[src/rtl/uart_byte_tx.sv]
// Purpose: byte-wide FIFO front end feeding an 8N1 UART serialiser on a registered tx line.
// Latency: a byte written into an empty idle block drives the start bit one cycle after acceptance.
// Backpressure: tx_ready drops while the FIFO holds FIFO_DEPTH bytes; there is no full-FIFO bypass.
module uart_byte_tx #(
    parameter int CLKS_PER_BIT = 10416,
    parameter int FIFO_DEPTH   = 4,
    parameter int CNT_W        = 3
) (
    input  logic             clk,
    input  logic             rst,
    input  logic [7:0]       tx_data,
    input  logic             tx_valid,
    output logic             tx_ready,
    output logic             tx,
    output logic             busy,
    output logic [CNT_W-1:0] fifo_count
);

    localparam int PTR_W  = $clog2(FIFO_DEPTH);
    localparam int BAUD_W = $clog2(CLKS_PER_BIT);
    localparam logic [BAUD_W-1:0] BAUD_LAST = BAUD_W'(CLKS_PER_BIT - 1);
    localparam logic [CNT_W-1:0]  CNT_FULL  = CNT_W'(FIFO_DEPTH);

    typedef enum logic [1:0] {IDLE, START, DATA, STOP} state_e;

    state_e            state_q, state_d;
    logic [BAUD_W-1:0] baud_q, baud_d;
    logic [2:0]        bit_q, bit_d;
    logic [7:0]        shift_q, shift_d;
    logic              tx_q, tx_d;
    logic [CNT_W-1:0]  count_q, count_d;
    logic [PTR_W-1:0]  wr_ptr_q, rd_ptr_q;
    logic [7:0]        mem_q [FIFO_DEPTH];
    logic              push, pop, baud_end;

    assign tx_ready   = (count_q != CNT_FULL);
    assign push       = tx_valid && tx_ready;
    assign baud_end   = (baud_q == BAUD_LAST);
    assign tx         = tx_q;
    assign fifo_count = count_q;
    assign busy       = (state_q != IDLE) || (count_q != '0);

    always_comb begin
        state_d = state_q;
        baud_d  = baud_q + 1'b1;
        bit_d   = bit_q;
        shift_d = shift_q;
        pop     = 1'b0;
        case (state_q)
            IDLE: begin
                baud_d = '0;
                if (count_q != '0) begin
                    pop     = 1'b1;
                    shift_d = mem_q[rd_ptr_q];
                    state_d = START;
                end
            end
            START: begin
                if (baud_end) begin
                    baud_d  = '0;
                    bit_d   = '0;
                    state_d = DATA;
                end
            end
            DATA: begin
                if (baud_end) begin
                    baud_d = '0;
                    if (bit_q == 3'd7) begin
                        state_d = STOP;
                    end else begin
                        shift_d = {1'b0, shift_q[7:1]};
                        bit_d   = bit_q + 3'd1;
                    end
                end
            end
            STOP: begin
                // Chain straight into the next start bit when more bytes are queued.
                if (baud_end) begin
                    baud_d = '0;
                    if (count_q != '0) begin
                        pop     = 1'b1;
                        shift_d = mem_q[rd_ptr_q];
                        state_d = START;
                    end else begin
                        state_d = IDLE;
                    end
                end
            end
            default: state_d = IDLE;
        endcase

        // Line level is decoded from the next state so the flop holds it for the whole bit.
        tx_d = 1'b1;
        case (state_d)
            START:   tx_d = 1'b0;
            DATA:    tx_d = shift_d[0];
            default: tx_d = 1'b1;
        endcase

        case ({push, pop})
            2'b10:   count_d = count_q + 1'b1;
            2'b01:   count_d = count_q - 1'b1;
            default: count_d = count_q;
        endcase
    end

    always_ff @(posedge clk or negedge rst) begin
        if (!rst) begin
            state_q  <= IDLE;
            baud_q   <= '0;
            bit_q    <= '0;
            shift_q  <= '0;
            tx_q     <= 1'b1;
            count_q  <= '0;
            wr_ptr_q <= '0;
            rd_ptr_q <= '0;
        end else begin
            state_q <= state_d;
            baud_q  <= baud_d;
            bit_q   <= bit_d;
            shift_q <= shift_d;
            tx_q    <= tx_d;
            count_q <= count_d;
            if (push) wr_ptr_q <= wr_ptr_q + 1'b1;
            if (pop)  rd_ptr_q <= rd_ptr_q + 1'b1;
        end
    end

    always_ff @(posedge clk) begin
        if (push) mem_q[wr_ptr_q] <= tx_data;
    end

endmodule
[config.mk]
export PLATFORM = sky130hd
export DESIGN_NAME = uart_byte_tx
export DESIGN_NICKNAME = d
export VERILOG_FILES = /design/src/rtl/uart_byte_tx.sv
export SDC_FILE = /design/constraint.sdc
export NUM_CORES = 1
export LEC_CHECK = 0
export CORE_MARGIN = 3
export CORE_UTILIZATION = 40
export DETAILED_ROUTE_END_ITERATION = 10
export PLACE_DENSITY_LB_ADDON = 0.15
export SKIP_LAST_GASP = 1
export SLEW_MARGIN = 20
export SYNTH_ARGS = -nofsm -noshare
export SYNTH_HDL_FRONTEND = slang
export SYNTH_SLANG_ARGS = --single-unit
[constraint.sdc]
create_clock -name clk -period 2.76 [get_ports clk]
set_input_delay 0.552 -clock clk [delete_from_list [all_inputs] [get_ports clk]]
set_output_delay 0.552 -clock clk [all_outputs]
set_load 0.1 [all_outputs]
**After elaboration in Yosys (flattened, before gate mapping)**

Memory sizes are Yosys's and may differ from the RTL's.
Index checks and enable logic that the tools add are counted.
Widths: inputs -> output; s select.

- Memories kept: 1
- Input bits: 11
- RAM bits: 32
- Word-level logic and storage cells: 66
- Output and inout port bits: 6
- Register bits after elaboration: 35

- $add $sub $neg: 6
- Muxes and demuxes: 25
- Eq/ne operators: 14
- Reduce and logical (&&, ||, !) cells: 11

Memories:

| memory | depth | width | rd ports | clocked after Yosys merged registers in | wr ports | line | text |
|---|---|---|---|---|---|---|---|
| mem_q | 4 | 8 | 1 | 0 | 1 | 33 | `logic [7:0] mem_q [FIFO_DEPTH];` |

Operators by type and width:

| cell | count |
|---|---|
| $mux 8 | 4 |
| $pmux 14 s2 | 1 |
| $pmux 8 s3 | 1 |
| $add 14x1->14 const B | 1 |
| $eq 14x14->1 const B | 1 |
| $mux 14 | 1 |
| $pmux 3 s2 | 2 |
| $mux 2 | 5 |
| $mux 3 | 3 |
| $eq 2x2->1 const B | 4 |
| $ne 2x2->1 const B | 4 |
| $pmux 2 s4 | 1 |
| $reduce_and 4->1 | 2 |
| $add 3x1->3 const B | 2 |
| $eq 2x1->1 const B | 3 |
| $reduce_bool 2->1 | 3 |
| $reduce_bool 3->1 | 2 |
| $mux 1 | 5 |
| $add 2x1->2 const B | 2 |
| $pmux 1 s2 | 2 |
| $eq 3x3->1 const B | 1 |
| $ne 3x3->1 const B | 1 |
| $reduce_or 3->1 | 1 |
| $sub 3x1->3 const B | 1 |
| 3 further kinds | 3 |

**Depth between registers and ports, before layout**

Gate-level depths: netlist of run 1.

- Depth after elaboration: 6
- Gate-level depth with buffers: 11
- Depth with buffers taken out: 10

**Worst setup path before layout of run 1**

Ideal clock, no wire load.

- Path type: register to register
- From: register count_q[2], in the netlist fifo_count[2]
- To: register count_q[2], in the netlist fifo_count[2]
- Clock period less this slack: 3671 ps
- Stages on the path, launching flop included: 10
- Path slack: -911 ps
- Required time: 2596 ps
- Arrival time: 3506 ps
- Path buffers: 0
- Setup time: 164 ps
- Cells stage by stage: dfrtp_1 nand3_1 and2_1 inv_1 ha_1 inv_1 fa_1 xor2_1 nor2_1 xor2_1

- Elaborated cells on any way between the ends: 12
- Classes of those cells: add/sub (2); eq/ne (3); mux (4); reduce/logical (3)

RTL lines:

| what | line | text |
|---|---|---|
| start: declaration | 31 | `logic [CNT_W-1:0] count_q, count_d;` |
| start signal: assignment | 123 | `count_q <= count_d;` |
| $ne 3x3->1 * | 36 | `assign tx_ready = (count_q != CNT_FULL);` |
| net tx_ready | 13 | `output logic tx_ready,` |
| $logic_and 1x1->1 * | 37 | `assign push = tx_valid && tx_ready;` |
| $eq 2x1->1 / $eq 2x2->1 (equally long branches) | 100 | `case ({push, pop})` |
| $pmux 3 s2 / $reduce_bool 2->1 (equally long branches) | - |  |

Mark *: on every way through the listed nets, which the timed path passes. The rest lies on a longest branch.
A chain may end at the register's enable or synchronous reset.

**Worst setup path in the final report of run 1**

- From: register baud_q[0]
- To: register count_q[2], in the netlist fifo_count[2]

- Word-level cells in the longest chain between the ends: 5
- Elaborated cells on any way between the ends: 7
- Classes of those cells: eq/ne (3); mux (3); reduce/logical (1)

Ends and longest elaborated chain:

| what | line | text |
|---|---|---|
| start: declaration | 27 | `logic [BAUD_W-1:0] baud_q, baud_d;` |
| start signal: assignment | 119 | `baud_q <= baud_d;` |
| $eq 14x14->1 * | 38 | `assign baud_end = (baud_q == BAUD_LAST);` |
| $mux 1 * | 78 | `if (baud_end) begin` |
| $pmux 1 s2 * | 49 | `case (state_q)` |
| net pop | 34 | `logic push, pop, baud_end;` |
| $eq 2x1->1 / $eq 2x2->1 (equally long branches) | 100 |  |
| $pmux 3 s2 / $reduce_bool 2->1 (equally long branches) | - |  |

Marked as above.

==> results of run 1 <==
## metrics by stage
| stage | setup WS, ns | util |
|---|---|---|
| 2_1_floorplan | 0.182 | - |
| 3_5_place_dp | 0.186 | 0.454 |
| 6_report | 0.180 | 0.478 |
| 4_1_cts | 0.105 | 0.478 |
| 5_1_grt | 0.00483 | 0.478 |
| 3_3_place_gp | 0.250 | 0.454 |
## power breakdown
| group | internal (mW) | switching (mW) |
|---|---|---|
| clock | 0.339 | 0.418 |
| sequential | 1.19 | 0.0678 |
| combinational | 0.176 | 0.422 |
| total | 1.71 | 0.908 |
## cell type report
cell class	count	area (um^2)
flip-flops and latches	67	1840
repair buffers	23	193
inverters	14	52.6
clock inverters	7	60.1
multi-input cells	162	1340
fillers	707	4070
clock buffers	9	124
well taps	102	128
## state kept, by name (all words and copies together), names as in the netlist
name        count
mem_q          32
rd_ptr_q        2
baud_q         14
state_q         2
bit_q           3
wr_ptr_q        2
tx              1
fifo_count      3
shift_q         8
## worst reg2reg max path, delay by kind of cell (launching register included)
family,cells,cell delay (ns)
AO/OA/AOI/OAI,1,0.19
XOR/XNOR,2,0.29
adder cells (fa/ha/maj),3,0.85
buffers and inverters,1,0.06
flip-flops,1,0.39
AND/OR/NAND/NOR,3,0.74
## placed cells by master, fill, tap and decap left out, types with 3 or more instances in the layout
cell and n:
dfrtp_2 3, mux4_2 8, o2bb2ai_1 6, nand4_1 3, buf_4 13, clkbuf_8 9
o21ai_0 9, xnor2_1 8, mux2i_1 7, nor3_1 6, and3_1 4, nor2_1 21
clkdlybuf4s50_1 9, dfrtp_1 31, a21oi_1 3, nand2b_1 3, ha_1 13, a22o_1 6
clkinvlp_4 3, xor2_1 9, inv_1 14, nand2_1 13, edfxtp_1 32, nand3_1 7
## per-layer routing
metal	share of wire	GRT usage	wire length (um)	up-vias
met5	0	0	0	-
met4	0.015	0.0533	92	0
met3	0.022	0.0328	129	10
met2	0.48	0.232	2870	18
met1	0.48	0.188	2860	969
li1	-	-	-	980
## final timing paths
path / end / slack (ns) / start
max: fifo_count[2] / 0.18 / baud_q[0]
min: bit_q[1] / 0.31 / rst
max reg2reg: fifo_count[2] / 0.18 / baud_q[0]
min reg2reg: baud_q[0] / 0.49 / baud_q[0]
max in group asynchronous: fifo_count[2] / 1.89 / rst
min in group clk: baud_q[0] / 0.49 / baud_q[0]
## cells by family (layout without fill, tap and decap cells)
logic type      count (synthesis)  count (layout)  synth area share
compound gates                 41              41            0.0951
xor+xnor                       17              17            0.0458
fa+ha+maj                      14              14            0.0562
buf+inv                        23              53            0.0277
flops                          67              67             0.566
mux                            15              15            0.0770
simple gates                   75              75             0.132
==> flow_summary.ini, run 1 <==
[outcome]
status = finished, final reports clean

[clocking]
cts_root_buf = clkbuf_8
clkSinkCount = 67
cts_tree = built
clockBufferDepth = 2
cts_setup_buffers = 0
cts_max_level = 3
clkTransAtPathRegs_ns = 0.08
clk_latency_ns = 0.34
cts.repair.resized = 0
cts_buffers = 9
cts_hold_buf = 0

[cells_and_area]
final_cells = 384
postLayoutCellArea_um2 = 3730
finalNetCount = 302
area_growth_pct = 14.9
drive_gt1_frac = 0.181
diodes = 0

[yosys]
yosysMostFrequentCell = dfrtp_1
yosys.area.top_type = edfxtp_1
ys.warnings.count = 0
synthArstFlopShare = 0.522
postSynthCellCount = 252
ys.flop_type = dfrtp_1
syn_nets = 277
ys_types = 51
synth.ff_latch_count = 67
syn-mean-instance-area_um2 = 12.9
netlist_area_um2 = 3250
synth_commonest_cells = dfrtp_1 (34), edfxtp_1 (32), nor2_1 (21), inv_1 (14)
seq_area_frac_synth = 0.566
yosys.area.top_type_share = 0.296
synth_edf_count = 32
synth_area_leaders = edfxtp_1 (30%), dfrtp_1 (26%), mux4_2 (5.5%)

[global_route]
antenna_found_initial = 0
overflow = 0
grt_usage = 0.144
grt_pass1_vias = 2001
grt_pass1_wl_mm = 10.1
grt_max_degree = 36

[worst_setup_path]
critPathCaptureType = flip-flop
critPathArrivalTime_ns = 2.84
slowest_delay_ns = 0.39
reg2regPathDepth = 10
cp_num_buf_inv = 1
critPathRequiredTime_ns = 3.02
critPathSlowestCell = dfrtp_1
critPathTopFamily = adder cells
cp_max_fo = 5
critical_path_class = reg2reg
crit_cells = 10
start_kind = flip-flop
path_cells = ha_1 > and4_2 > a41oi_2 > nor3_2 > ha_1 > inv_1 > fa_1 > xor2_1 > nor2_1 > xor2_1

[floorplan]
fp.dieW_um = 96.1
ios = 17
die_h_um = 96.1
initial_core_util = 0.416
die_area_um2 = 9240
core_um2 = 7810
rows = 32

[routing]
wire_per_inst_um = 15.5
dr.pass1.iters = 4
drtIter0Drc = 78
final_antenna_net_count = 0
drcViolationCount = 0
wl_mm = 5.94
via_per_inst = 5.15
num_vias = 1977

[sta]
fin_skew_ns = 0.00677
finalHoldViolCount = 0
holdWs_ns = 0.308
finalSetupTns_ns = 0
fmax_ghz = 0.388
slew_viol_final = 0
maxSlewHeadroom = 0.454
setup_viol = 0
post-route-period-util = 0.935
worstMarginPinSlew_ns = 0.819
rsz0062_at_grt = no
finalCriticalPeriod_ns = 2.58

[power_and_ir_drop]
p_leak_nw = 1.48
finalPower_mw = 2.62
cellPowerDensity_nw_per_um2 = 701
peakVddDrop_mv = 0.366

[placed_design]
place_inst = 368
gp_congestion = 0.724
place_area_um2 = 3550
io_buffers = 16
post-dp-hpwl_mm = 4.15

[worst_hold_path]
holdCritPathClass = in2async

[run]
drv_cap = 0
Note: power is estimated with default switching activity, not from simulation.
==> run 2, diff against run 1 <==
- clock period: 2.76 -> 2.7 ns (I/O delays scaled with it)
==> flow_summary.ini, run 2 (synthesis gave the netlist of run 1 again) <==
[sta]
post-route-period-util = 0.912
finalSetupTns_ns = 0
maxSlewHeadroom = 0.461
fin_skew_ns = 0.00795
finalCriticalPeriod_ns = 2.46
slew_viol_final = 0
fmax_ghz = 0.406
setup_viol = 0
rsz0062_at_grt = no
worstMarginPinSlew_ns = 0.808
finalHoldViolCount = 0

[worst_hold_path]
holdCritPathClass = in2async

[clocking]
cts_tree = built
cts_max_level = 3
clkTransAtPathRegs_ns = 0.07
cts.repair.resized = 0
cts_setup_buffers = 0
cts_root_buf = clkbuf_8
cts_hold_buf = 0
clkSinkCount = 67
clockBufferDepth = 2
clk_latency_ns = 0.33
cts_buffers = 9

[global_route]
grt_pass1_wl_mm = 10.3
grt_pass1_vias = 2123
overflow = 0
grt_usage = 0.147
grt_max_degree = 36
antenna_found_initial = 0

[cells_and_area]
postLayoutCellArea_um2 = 3720
largestRegisters = mem_q x32, baud_q x14, shift_q x8
utilization = 0.476
drive_gt1_frac = 0.170
area_growth_pct = 14.4
final_cells = 385
diodes = 0
final_cell_mix = edfxtp_1 (32), dfrtp_1 (31), nor2_1 (21), inv_1 (14), buf_4 (14)
largest_register_ffs = 32
finalNetCount = 303
top_register = mem_q
final_common_cell = edfxtp_1

[routing]
final_antenna_net_count = 0
wire_per_inst_um = 15.4
dr.pass1.iters = 4
drcViolationCount = 0
num_vias = 2017
via_per_inst = 5.24
wl_mm = 5.94
drtIter0Drc = 123

[worst_setup_path]
start_kind = flip-flop
cp_max_fo = 6
critPathRequiredTime_ns = 2.96
critPathArrivalTime_ns = 2.72
critical_path_class = reg2reg
critPathCaptureType = flip-flop

[floorplan]
die_h_um = 96.1
core_um2 = 7810
ios = 17
fp.dieW_um = 96.1
rows = 32
die_area_um2 = 9240
initial_core_util = 0.416

[power_and_ir_drop]
finalPower_mw = 2.60
peakVddDrop_mv = 0.565
p_leak_nw = 1.48
cellPowerDensity_nw_per_um2 = 699

[placed_design]
gp_congestion = 0.697
post-dp-hpwl_mm = 4.15
place_area_um2 = 3560
place_inst = 369
io_buffers = 16

[run]
drv_cap = 0

[outcome]
status = finished, final reports clean
[run 2: worst paths after layout]
path                            from       endpoint  slack (ns)  cells after the start
max                        baud_q[6]  fifo_count[2]        0.24                      9
min                              rst     shift_q[3]        0.28                      1
max reg2reg                baud_q[6]  fifo_count[2]        0.24                      9
min reg2reg                baud_q[0]      baud_q[0]        0.48                      1
max in group asynchronous        rst  fifo_count[0]        1.84                      1
min in group clk           baud_q[0]      baud_q[0]        0.48                      1
[run 2: where the power goes]
group          switching [mW]  internal, mW
Sequential             0.0703          1.22
Combinational           0.434         0.180
Clock                   0.365         0.329
[run 2: stage by stage]
| step | hold WS, ns | worst slack (ns) |
|---|---|---|
| 2_1_floorplan | 0.244 | 0.122 |
| 3_3_place_gp | 0.463 | 0.287 |
| 3_5_place_dp | 0.477 | 0.237 |
| 4_1_cts | 0.314 | 0.214 |
| 5_1_grt | 0.350 | 0.0616 |
| 6_report | 0.284 | 0.237 |
[run 2: final cells by class]
| cell class | instances | area [um^2] |
|---|---|---|
| Fill cell | 718 | 4090 |
| Sequential cell | 67 | 1840 |
| Multi-Input combinational cell | 162 | 1330 |
| Timing Repair Buffer | 24 | 200 |
| Clock buffer | 11 | 131 |
| Tap cell | 102 | 128 |
| Inverter | 14 | 52.6 |
| Clock inverter | 5 | 30.0 |
[run 2: critical path, cell delays in order, from the launching register on]
cell and delay (ns):
dfrtp_1 0.47, nor4b_4 0.35, a41oi_2 0.19, nor3_2 0.30
ha_1 0.25, inv_1 0.06, fa_1 0.37, xor2_1 0.15
nor2_1 0.11, xor2_1 0.15
[run 2: per-layer routing]
layer / GRT usage / up-vias / routed length, um
li1: - / 985 / -
met1: 0.188 / 1003 / 2820
met2: 0.236 / 22 / 2880
met3: 0.0336 / 7 / 146
met4: 0.0699 / 0 / 97
met5: 0 / - / 0
